**config.mk**
```make
export PLATFORM = sky130hd
export DESIGN_NAME = spu_sm_ctrl
export DESIGN_NICKNAME = d
export VERILOG_FILES = /design/src/rtl/spu_sm_pkg.sv /design/src/rtl/spu_sm_ctrl_dly.sv /design/src/rtl/spu_sm_ctrl.sv
export SDC_FILE = /design/constraint.sdc
export NUM_CORES = 1
export LEC_CHECK = 0
export BUFFER_PORTS_ARGS = -buffer_cell sky130_fd_sc_hd__clkbuf_2
export CAP_MARGIN = 20
export CELL_PAD_IN_SITES_DETAIL_PLACEMENT = 0
export CELL_PAD_IN_SITES_GLOBAL_PLACEMENT = 2
export CORE_ASPECT_RATIO = 1.1
export CORE_MARGIN = 2
export CORE_UTILIZATION = 31
export DETAILED_ROUTE_END_ITERATION = 10
export PLACE_DENSITY_LB_ADDON = 0.25
export SYNTH_ARGS = -nofsm -noshare
export SYNTH_HDL_FRONTEND = slang
export SYNTH_SLANG_ARGS = --single-unit
```
**constraint.sdc**
```tcl
create_clock -name core_clk -period 2.6 [get_ports core_clk]
set_clock_uncertainty 0.05 [all_clocks]
set_input_delay 0.13 -clock core_clk [delete_from_list [all_inputs] [get_ports core_clk]]
set_output_delay 0.13 -clock core_clk [all_outputs]
set_load 0.02 [all_outputs]
```
**src/rtl/spu_sm_pkg.sv**
```systemverilog
// Shared encodings for the softmax sequencer: datapath mode codes,
// controller FSM states and the phase tag carried down the delay lines.
package spu_sm_pkg;

  localparam logic [2:0] SM_IDLE       = 3'b000;
  localparam logic [2:0] SM_EU_STAGE_A = 3'b001;
  localparam logic [2:0] SM_RECI       = 3'b011;
  localparam logic [2:0] SM_EU_STAGE_B = 3'b100;
  localparam logic [2:0] SM_MAX        = 3'b101;

  typedef enum logic [3:0] {
    ST_IDLE      = 4'd0,
    ST_MAX_RD    = 4'd1,
    ST_MAX_DRN   = 4'd2,
    ST_EUA_RD    = 4'd3,
    ST_EUA_DRN   = 4'd4,
    ST_RECI_REQ  = 4'd5,
    ST_RECI_WAIT = 4'd6,
    ST_EUB_RD    = 4'd7,
    ST_EUB_DRN   = 4'd8,
    ST_DONE      = 4'd9
  } ctrl_state_e;

  typedef enum logic [1:0] {
    PH_NONE = 2'd0,
    PH_MAX  = 2'd1,
    PH_EUA  = 2'd2,
    PH_EUB  = 2'd3
  } phase_e;

endpackage

```
**src/rtl/spu_sm_ctrl_dly.sv**
```systemverilog
// Fixed-latency shift register aligning {valid, phase, index} with the
// buffer / exp-unit pipelines; DEPTH 0 degenerates to a wire.
module spu_sm_ctrl_dly #(
  parameter int DEPTH = 1,
  parameter int W     = 1
) (
  input  logic         core_clk,
  input  logic         rst_n,
  input  logic [W-1:0] din,
  output logic [W-1:0] dout
);

  generate
    if (DEPTH == 0) begin : g_wire
      assign dout = din;
    end else begin : g_sr
      logic [W-1:0] sr [DEPTH];

      // shift stage by stage; reset flushes in-flight entries
      always_ff @(posedge core_clk or negedge rst_n) begin
        if (!rst_n) begin
          for (int i = 0; i < DEPTH; i++) sr[i] <= '0;
        end else begin
          sr[0] <= din;
          for (int i = 1; i < DEPTH; i++) sr[i] <= sr[i-1];
        end
      end

      assign dout = sr[DEPTH-1];
    end
  endgenerate

endmodule

```
**src/rtl/spu_sm_ctrl.sv**
```systemverilog
// Softmax sequencer: walks one token row through MAX, exp-sum, reciprocal
// and normalise phases, issuing buffer addresses and aligned datapath enables.
module spu_sm_ctrl
  import spu_sm_pkg::*;
#(
  parameter int ADDR_W  = 9,
  parameter int RD_LAT  = 1,
  parameter int EXP_LAT = 1
) (
  input  logic              core_clk,
  input  logic              rst_n,
  input  logic              start,
  input  logic [ADDR_W:0]   token_len,
  input  logic [ADDR_W-1:0] rd_base,
  input  logic [ADDR_W-1:0] wr_base,
  output logic              busy,
  output logic              done,
  output logic              rd_en,
  output logic [ADDR_W-1:0] rd_addr,
  output logic              wr_en,
  output logic [ADDR_W-1:0] wr_addr,
  output logic [2:0]        sm_state,
  output logic              comp_rst,
  output logic              comp_en,
  output logic              adder_tree_en,
  output logic              reci_exp_sum_en,
  input  logic              reci_exp_sum_finish
);

  localparam int DRN_SUM = RD_LAT + EXP_LAT;
  localparam int DRN_W   = (DRN_SUM < 1) ? 1 : $clog2(DRN_SUM + 1);
  localparam logic [DRN_W-1:0] MAX_DRN_N = DRN_W'(RD_LAT);
  localparam logic [DRN_W-1:0] EU_DRN_N  = DRN_W'(DRN_SUM);

  ctrl_state_e       state;
  phase_e            phase_r;
  logic [ADDR_W:0]   len_r;
  logic [ADDR_W:0]   word_cnt;
  logic [ADDR_W-1:0] rd_base_r;
  logic [ADDR_W-1:0] wr_base_r;
  logic [ADDR_W-1:0] idx_r;
  logic [DRN_W-1:0]  drn_cnt;
  logic              zero_r;

  logic [ADDR_W-1:0] nxt_idx;
  logic              rd_last;

  assign nxt_idx = word_cnt[ADDR_W-1:0];
  assign rd_last = (word_cnt == len_r);

  // controller FSM; outputs are registered for the state being entered
  always_ff @(posedge core_clk or negedge rst_n) begin
    if (!rst_n) begin
      state           <= ST_IDLE;
      phase_r         <= PH_NONE;
      len_r           <= '0;
      word_cnt        <= '0;
      rd_base_r       <= '0;
      wr_base_r       <= '0;
      idx_r           <= '0;
      drn_cnt         <= '0;
      zero_r          <= 1'b0;
      busy            <= 1'b0;
      done            <= 1'b0;
      rd_en           <= 1'b0;
      rd_addr         <= '0;
      sm_state        <= SM_IDLE;
      comp_rst        <= 1'b0;
      reci_exp_sum_en <= 1'b0;
    end else begin
      done            <= 1'b0;
      comp_rst        <= 1'b0;
      reci_exp_sum_en <= 1'b0;
      case (state)
        ST_IDLE: begin
          if (start) begin
            len_r     <= token_len;
            rd_base_r <= rd_base;
            wr_base_r <= wr_base;
            busy      <= 1'b1;
            if (token_len == '0) begin
              state  <= ST_DONE;
              zero_r <= 1'b1;
            end else begin
              state    <= ST_MAX_RD;
              sm_state <= SM_MAX;
              phase_r  <= PH_MAX;
              rd_en    <= 1'b1;
              rd_addr  <= rd_base;
              idx_r    <= '0;
              word_cnt <= {{ADDR_W{1'b0}}, 1'b1};
              comp_rst <= 1'b1;
            end
          end
        end
        ST_MAX_RD, ST_EUA_RD, ST_EUB_RD: begin
          if (!rd_last) begin
            rd_en    <= 1'b1;
            rd_addr  <= rd_base_r + nxt_idx;
            idx_r    <= nxt_idx;
            word_cnt <= word_cnt + 1'b1;
          end else begin
            rd_en   <= 1'b0;
            rd_addr <= '0;
            drn_cnt <= {{(DRN_W-1){1'b0}}, 1'b1};
            if (state == ST_MAX_RD) begin
              if (RD_LAT == 0) begin
                state    <= ST_EUA_RD;
                sm_state <= SM_EU_STAGE_A;
                phase_r  <= PH_EUA;
                rd_en    <= 1'b1;
                rd_addr  <= rd_base_r;
                idx_r    <= '0;
                word_cnt <= {{ADDR_W{1'b0}}, 1'b1};
              end else begin
                state <= ST_MAX_DRN;
              end
            end else if (state == ST_EUA_RD) begin
              if (DRN_SUM == 0) begin
                state           <= ST_RECI_REQ;
                sm_state        <= SM_RECI;
                reci_exp_sum_en <= 1'b1;
              end else begin
                state <= ST_EUA_DRN;
              end
            end else begin
              if (DRN_SUM == 0) begin
                state    <= ST_DONE;
                sm_state <= SM_IDLE;
                done     <= 1'b1;
              end else begin
                state <= ST_EUB_DRN;
              end
            end
          end
        end
        ST_MAX_DRN: begin
          if (drn_cnt >= MAX_DRN_N) begin
            state    <= ST_EUA_RD;
            sm_state <= SM_EU_STAGE_A;
            phase_r  <= PH_EUA;
            rd_en    <= 1'b1;
            rd_addr  <= rd_base_r;
            idx_r    <= '0;
            word_cnt <= {{ADDR_W{1'b0}}, 1'b1};
          end else begin
            drn_cnt <= drn_cnt + 1'b1;
          end
        end
        ST_EUA_DRN: begin
          if (drn_cnt >= EU_DRN_N) begin
            state           <= ST_RECI_REQ;
            sm_state        <= SM_RECI;
            reci_exp_sum_en <= 1'b1;
          end else begin
            drn_cnt <= drn_cnt + 1'b1;
          end
        end
        // divider may finish in the request cycle itself; no timeout while waiting
        ST_RECI_REQ, ST_RECI_WAIT: begin
          if (reci_exp_sum_finish) begin
            state    <= ST_EUB_RD;
            sm_state <= SM_EU_STAGE_B;
            phase_r  <= PH_EUB;
            rd_en    <= 1'b1;
            rd_addr  <= rd_base_r;
            idx_r    <= '0;
            word_cnt <= {{ADDR_W{1'b0}}, 1'b1};
          end else begin
            state <= ST_RECI_WAIT;
          end
        end
        ST_EUB_DRN: begin
          if (drn_cnt >= EU_DRN_N) begin
            state    <= ST_DONE;
            sm_state <= SM_IDLE;
            done     <= 1'b1;
          end else begin
            drn_cnt <= drn_cnt + 1'b1;
          end
        end
        // a zero-length row spends one extra cycle here before pulsing done
        ST_DONE: begin
          if (zero_r) begin
            zero_r <= 1'b0;
            done   <= 1'b1;
          end else begin
            state <= ST_IDLE;
            busy  <= 1'b0;
          end
        end
        default: begin
          state    <= ST_IDLE;
          busy     <= 1'b0;
          rd_en    <= 1'b0;
          rd_addr  <= '0;
          sm_state <= SM_IDLE;
        end
      endcase
    end
  end

  logic [2:0]        d1_in, d1_out;
  logic [ADDR_W+2:0] d2_in, d2_out;
  logic [ADDR_W-1:0] d2_idx;

  assign d1_in = {rd_en, phase_r};
  assign d2_in = {rd_en, phase_r, idx_r};

  spu_sm_ctrl_dly #(.DEPTH(RD_LAT), .W(3)) u_dly_rd (
    .core_clk (core_clk),
    .rst_n    (rst_n),
    .din      (d1_in),
    .dout     (d1_out)
  );

  spu_sm_ctrl_dly #(.DEPTH(DRN_SUM), .W(ADDR_W + 3)) u_dly_exp (
    .core_clk (core_clk),
    .rst_n    (rst_n),
    .din      (d2_in),
    .dout     (d2_out)
  );

  // enables only fire for the phase that issued the read
  assign d2_idx        = d2_out[ADDR_W-1:0];
  assign comp_en       = d1_out[2] && (d1_out[1:0] == PH_MAX);
  assign adder_tree_en = d2_out[ADDR_W+2] && (d2_out[ADDR_W+1:ADDR_W] == PH_EUA);
  assign wr_en         = d2_out[ADDR_W+2] && (d2_out[ADDR_W+1:ADDR_W] == PH_EUB);
  assign wr_addr       = wr_en ? (wr_base_r + d2_idx) : '0;

endmodule

```
# Word-level counts from Yosys, hierarchy flattened
# Cells that the tools add are included.
dict set report op_classes {
  n_addsub 4
  order_cmp 2
  eq_ne 25
  muxes 65
  bitwise_logic 3
  reduce_logical 24
}
# cell n
set op_table {}
lappend op_table {{2-to-1 mux 9 bit} 11}
lappend op_table {{2-to-1 mux 10 bit} 5}
lappend op_table {{case mux 9 bit (5 select lines)} 1}
lappend op_table {{case mux 10 bit (4 select lines)} 1}
lappend op_table {{2-to-1 mux 4 bit} 9}
lappend op_table {{case mux 9 bit (4 select lines)} 1}
lappend op_table {{case mux 4 bit (7 select lines)} 1}
lappend op_table {{!= test 2 bit, second input constant} 12}
lappend op_table {{adder 9 bit} 2}
lappend op_table {{2-to-1 mux 3 bit} 6}
lappend op_table {{case mux 3 bit (6 select lines)} 1}
lappend op_table {{== test 4 x 3 -> 1 bit, second input constant} 4}
lappend op_table {{2-to-1 mux 1 bit} 16}
lappend op_table {{2-to-1 mux 2 bit} 7}
lappend op_table {{case mux 2 bit (3 select lines)} 2}
lappend op_table {{AND reduction 6 bit} 2}
lappend op_table {{adder 10 x 1 -> 10 bit, second input constant} 1}
lappend op_table {{== test 10 bit} 1}
lappend op_table {{zero test 10 bit} 1}
lappend op_table {{AND reduction 5 bit} 2}
lappend op_table {{== test 4 x 2 -> 1 bit, second input constant} 2}
lappend op_table {{== test 4 bit, second input constant} 2}
lappend op_table {{OR reduction 8 bit} 1}
lappend op_table {{AND reduction 7 bit} 1}
lappend op_table {{other kinds (21)} 31}
dict set report totals {
  register_bits 100
  out_inout_bits 29
  word_cells 142
}

# Longest topological paths before layout
dict set report logic_depth {
  ltp_word 5
  ltp_mapped 8
}

# By module
# From an unflattened synthesis, not the netlist that was laid out.
dict set report unflattened {
  cells_unflattened 452
  hier_area_um2 4956.0
}
# module instances cells_each area_each_um2 seq_area_each_um2
set modules_own_cells {}
lappend modules_own_cells {spu_sm_ctrl 1 413 4190.3 1826.8}
lappend modules_own_cells {{spu_sm_ctrl_dly (u_dly_exp)} 1 36 690.7 600.6}
lappend modules_own_cells {{spu_sm_ctrl_dly (u_dly_rd)} 1 3 75.1 75.1}

# Worst setup path before layout
# No wires, ideal clock.
dict set report synth_timing {
  kind {reg2reg}
  start {reg word_cnt[0]}
  end {reg rd_addr[8]}
  setup_time_ps 124
  t_arrival_ps 2038
  required_ps 2426
  path_slack_ps 388
  stages_incl_launch_ff 8
  n_path_buf 0
  cell_sequence {dfrtp_1 ha_1 fa_1 a21oi_1 o211ai_1 o221a_1 and3_1 a211o_1}
}
dict set report synth_between {
  elab_chain_cells 3
  word_cells_on_any_way 4
  cone_classes {add/sub: 1; eq/ne: 1; mux: 2}
}
# item line
set synth_lines {}
lappend synth_lines {{start: declaration} spu_sm_ctrl.sv:38} ;# logic [ADDR_W:0] word_cnt;
lappend synth_lines {{start signal: assignment} spu_sm_ctrl.sv:91} ;# word_cnt <= {{ADDR_W{1'b0}}, 1'b1};
lappend synth_lines {{start signal: assignment} spu_sm_ctrl.sv:101} ;# word_cnt <= word_cnt + 1'b1;
lappend synth_lines {{start signal: assignment} spu_sm_ctrl.sv:114} ;# word_cnt <= {{ADDR_W{1'b0}}, 1'b1};
lappend synth_lines {{adder 9 bit / == test 10 bit (equally long branches)} {spu_sm_ctrl.sv:99, spu_sm_ctrl.sv:49}}
lappend synth_lines {{2-to-1 mux 9 bit *} spu_sm_ctrl.sv:97} ;# if (!rd_last) begin
lappend synth_lines {{case mux 9 bit (5 select lines) *} spu_sm_ctrl.sv:74} ;# case (state)
lappend synth_lines {{end signal: assignment} spu_sm_ctrl.sv:89} ;# rd_addr <= rd_base;
lappend synth_lines {{end signal: assignment} spu_sm_ctrl.sv:99} ;# rd_addr <= rd_base_r + nxt_idx;
lappend synth_lines {{end signal: assignment} spu_sm_ctrl.sv:112} ;# rd_addr <= rd_base_r;
lappend synth_lines {{end: declaration} spu_sm_ctrl.sv:19} ;# output logic [ADDR_W-1:0] rd_addr,
# Every way passes the cells marked *; elsewhere a longest branch is shown, timed or not.
# A chain may end at the register's enable or synchronous reset.

# Worst setup path after layout
dict set report layout_timing {
  start {reg wr_base_r[0]}
  end {out wr_addr[8]}
}
dict set report layout_between {
  elab_chain_cells 2
}
# item line
set layout_lines {}
lappend layout_lines {{start: declaration} spu_sm_ctrl.sv:40} ;# logic [ADDR_W-1:0] wr_base_r;
lappend layout_lines {{start signal: assignment} spu_sm_ctrl.sv:79} ;# wr_base_r <= wr_base;
lappend layout_lines {{adder 9 bit} spu_sm_ctrl.sv:229} ;# assign wr_addr = wr_en ? (wr_base_r + d2_idx) : '0;
lappend layout_lines {{2-to-1 mux 9 bit} spu_sm_ctrl.sv:229}
lappend layout_lines {{end: declaration} spu_sm_ctrl.sv:21} ;# output logic [ADDR_W-1:0] wr_addr,
# Every way passes these cells.

==> flow_metrics.env <==
export IMPL_fin_cells=750
export IMPL_cpPeakStageDelay_ps=370
export IMPL_slew_headroom=0.544
export IMPL_fill_cells=1540
export IMPL_rows=48
export IMPL_min_period_ps=2500
export IMPL_synth_edf_count=0
export IMPL_clk_pin_slew_worst_paths_ps=70
export IMPL_status="finished clean"
export IMPL_drc=0
export IMPL_hpwlAfterDp_mm=8.59
export IMPL_grt_max_degree=51
export IMPL_synth_cell_types=64
export IMPL_yosys_top_cells_area="dfrtp_1 49%, mux2_2 6.3%, ha_1 4.8%"
export IMPL_p_per_area_nw_per_um2=1260
export IMPL_hold_viol=0
export IMPL_antenna_left=0
export IMPL_clockBufferDepth=2
export IMPL_reg2reg_to="rd_addr[8]"
export IMPL_cp_end_kind="output port"
export IMPL_drt_first_iter_violations=154
export IMPL_cp_max_fo=3
export IMPL_p_sw_mw=3.20
export IMPL_rsz0062_at_grt="true"
export IMPL_synth_seq_area_share=0.489
export IMPL_min_path_type="primary input to flop"
export IMPL_syn_num_nets=495
export IMPL_hold_path_endpoint="zero_r"
export IMPL_avgSynthCellArea_um2=11.2
export IMPL_max_freq_ghz=0.400
export IMPL_drt_wirelength_per_cell_um=16.0
export IMPL_fin_hold_ws_ps=80.3
export IMPL_grt_usage=0.150
export IMPL_cp_startpoint="wr_base_r[0]"
export IMPL_pin_count=61
export IMPL_yosysTopAreaCell="dfrtp_1"
export IMPL_overflow=0
export IMPL_clkPwrFrac=0.180
export IMPL_synth_ff_type="dfrtp_1"
export IMPL_report_final_slew_viol_count=0
export IMPL_cts_root_buffer="clkbuf_16"
export IMPL_cts_buffers=9
export IMPL_worstMarginPinSlew_ps=674
export IMPL_first_pass_iters=5
export IMPL_drive_gt1_frac=0.262
export IMPL_regArea_um2=2430
export IMPL_cts_tree="yes"
export IMPL_crit_type="flop to output port"
export IMPL_synthArstFlopShare=1.00
export IMPL_fin_total_pwr_mw=7.90
export IMPL_cp_start_kind="flop"
export IMPL_arrival_ps=2320
export IMPL_p_int_mw=4.69
export IMPL_vias_per_cell=5.06
export IMPL_tns_ps=0
export IMPL_dp_cells=701
export IMPL_dieWidth_um=125
export IMPL_ys_ff_latch=97
export IMPL_finalSetupViolCount=0
export IMPL_p_leak_nw=2.88
export IMPL_syn_to_final_growth_pct=26.0
export IMPL_min_delay_start="start"
export IMPL_dp_slack_ps=206
export IMPL_drv_cap=0
export IMPL_yosys_warnings=0
export IMPL_reg2reg_depth=7
export IMPL_nNetsFinal=599
export IMPL_final_period_utilization=0.962
export IMPL_postSynthCellCount=442
export IMPL_crit_required_ps=2420
export IMPL_holdPathStages=3
export IMPL_swShare=0.406
export IMPL_clock_sinks=97
export IMPL_power_frac_seq=0.316
export IMPL_crit_chain="ha_2 -> inv_1 -> fa_2 -> nor2b_4 -> o21a_1 -> o211ai_1 -> a31oi_1 -> mux2i_1 -> buf_4"
export IMPL_wirelength_mm=12.0
export IMPL_n_antenna_cell=0
export IMPL_vias=3792
export IMPL_place_congestion=0.801
export IMPL_multiInputGateArea_um2=2340
export IMPL_netlist_area_leader_share=0.489
export IMPL_grt_pass1_wl_mm=20.2
export IMPL_combPwrFrac=0.504
export IMPL_core_area_um2=15700
export IMPL_rrSetupSlack_ps=190
export IMPL_die_area_um2=17100
export IMPL_clkLatencyLatePin_ps=350
export IMPL_die_y_um=137
export IMPL_first_global_vias=3878
export IMPL_worst_path_max_delay_cell="fa_2"
export IMPL_syn_area_um2=4970
export IMPL_setup_slack_ps=98.0
export IMPL_cts_htree_levels=3
export IMPL_initial_utilization=0.317
export IMPL_peakVddDrop_mv=0.464
export IMPL_timing_rr_start="word_cnt[0]"
export IMPL_grt_antenna_before_repair=0
export IMPL_io_buffer_count=60
metal layers:
| metal | track usage | routed length [um] | vias up | part of all wire |
|---|---|---|---|---|
| li1 | - | - | 1839 | - |
| met1 | 0.196 | 5690 | 1878 | 0.47 |
| met2 | 0.247 | 5670 | 63 | 0.47 |
| met3 | 0.0254 | 413 | 12 | 0.034 |
| met4 | 0.0643 | 226 | 0 | 0.019 |
| met5 | 0 | 0 | - | 0 |
synthesized netlist by cell type, types with 4 or more instances:
master,instances
nand2_1,22
o311ai_0,4
or4_1,7
a22o_1,11
dfrtp_1,97
nand4_1,9
o211ai_1,6
nor4_1,4
nor2_1,15
ha_1,19
or3_1,4
nand2b_1,9
xor2_1,7
o21bai_1,4
o21ai_0,9
mux2_2,28
inv_1,23
and3_1,4
buf_2,8
nor2b_1,6
a31oi_1,5
o31ai_1,10
a222oi_1,6
clkbuf_1,11
mux2i_1,10
nand3_1,11
a21boi_1,5
xnor2_1,14
nor3_1,13
a21oi_1,9
area by class of cell:
cell class,count,share of cell area
multi-input combinational,297,0.374
clock buffer,10,0.0382
tap,200,0.0400
inverter,23,0.0138
timing repair buffer,118,0.134
clock inverter,5,0.0128
sequential,97,0.388
metrics by stage:
| step | area, um2 | util |
|---|---|---|
| global route | 6260 | 0.400 |
| finish | 6260 | 0.400 |
| CTS | 6250 | 0.399 |
| global placement | 5600 | 0.357 |
| detailed placement | 5600 | 0.357 |
| floorplan | 4970 | - |
kinds of logic (layout without fill, tap and decap cells):
| logic type | Yosys count | count (layout) | synth area share |
|---|---|---|---|
| flip-flops | 97 | 97 | 0.489 |
| AND/OR/NAND/NOR | 121 | 121 | 0.139 |
| multiplexers | 39 | 39 | 0.0859 |
| XOR/XNOR | 21 | 21 | 0.0370 |
| AO/OA/AOI/OAI | 95 | 95 | 0.151 |
| buffers and inverters | 48 | 156 | 0.0436 |
| adder cells (fa/ha/maj) | 21 | 21 | 0.0559 |
flip-flops by register name, summed over array words and instances (netlist names):
signal and flops:
u_dly_exp.g_sr.sr 12, phase_r 2, reci_exp_sum_en 1, word_cnt 10, state 4, wr_base_r 9
idx_r 9, rd_addr 9, comp_rst 1, drn_cnt 2, done 1, busy 1
rd_en 1, rd_base_r 9, zero_r 1, sm_state 3, u_dly_exp.dout 12, len_r 10
what timing repair did:
| action | in CTS | in global routing |
|---|---|---|
| endpoints found under the setup margin | 1 | 3 |
| buffers inserted | 5 | 0 |
| cloned | 0 | 0 |
| pin swaps | 3 | 3 |
| resized for setup | 4 | 4 |
| endpoints found under the hold margin | 75 | 0 |
| hold buffers | 29 | 0 |
power groups by stage:
stage          combinational (mW)  clock [mW]  sequential [mW]
2_1_floorplan                2.82           0             2.46
3_3_place_gp                 3.87           0             2.51
3_5_place_dp                 3.92           0             2.52
4_1_cts                      4.01        1.48             2.50
5_1_grt                      4.44        1.53             2.58
6_report                     3.98        1.42             2.50
worst max-delay path by stage:
stage	depth (start not counted)	endpoint	slack, ps
2_1_floorplan	7	rd_addr[8]	390
3_3_place_gp	7	rd_addr[8]	250
3_5_place_dp	7	rd_addr[8]	210
4_1_cts	9	wr_addr[8]	10
5_1_grt	9	wr_addr[8]	-20
6_report	9	wr_addr[8]	100
placed cells by master (no fill, tap or decap), types with 5 or more instances in the layout:
cell,count
dfrtp_1,97
clkbuf_2,57
dlygate4sd3_1,29
buf_4,29
mux2_2,28
inv_1,23
nand2_1,22
ha_1,18
nor2_1,15
xnor2_1,14
nor3_1,13
nand3_1,11
a22o_1,11
mux2i_1,10
o31ai_1,10
nand2b_1,9
nand4_1,9
o21ai_0,9
clkbuf_16,9
a21oi_1,8
xor2_1,7
or4_1,7
o211ai_1,6
a222oi_1,6
nor2b_1,5
a31oi_1,5
a21boi_1,5
worst max-delay path, delay by kind of cell (launching register included):
kind / cells / cell delay, ps
buffers and inverters: 2 / 210
AND/OR/NAND/NOR: 1 / 130
multiplexers: 1 / 220
flip-flops: 1 / 350
adder cells (fa/ha/maj): 2 / 550
AO/OA/AOI/OAI: 3 / 520
Note: power is estimated with default switching activity, not from simulation.
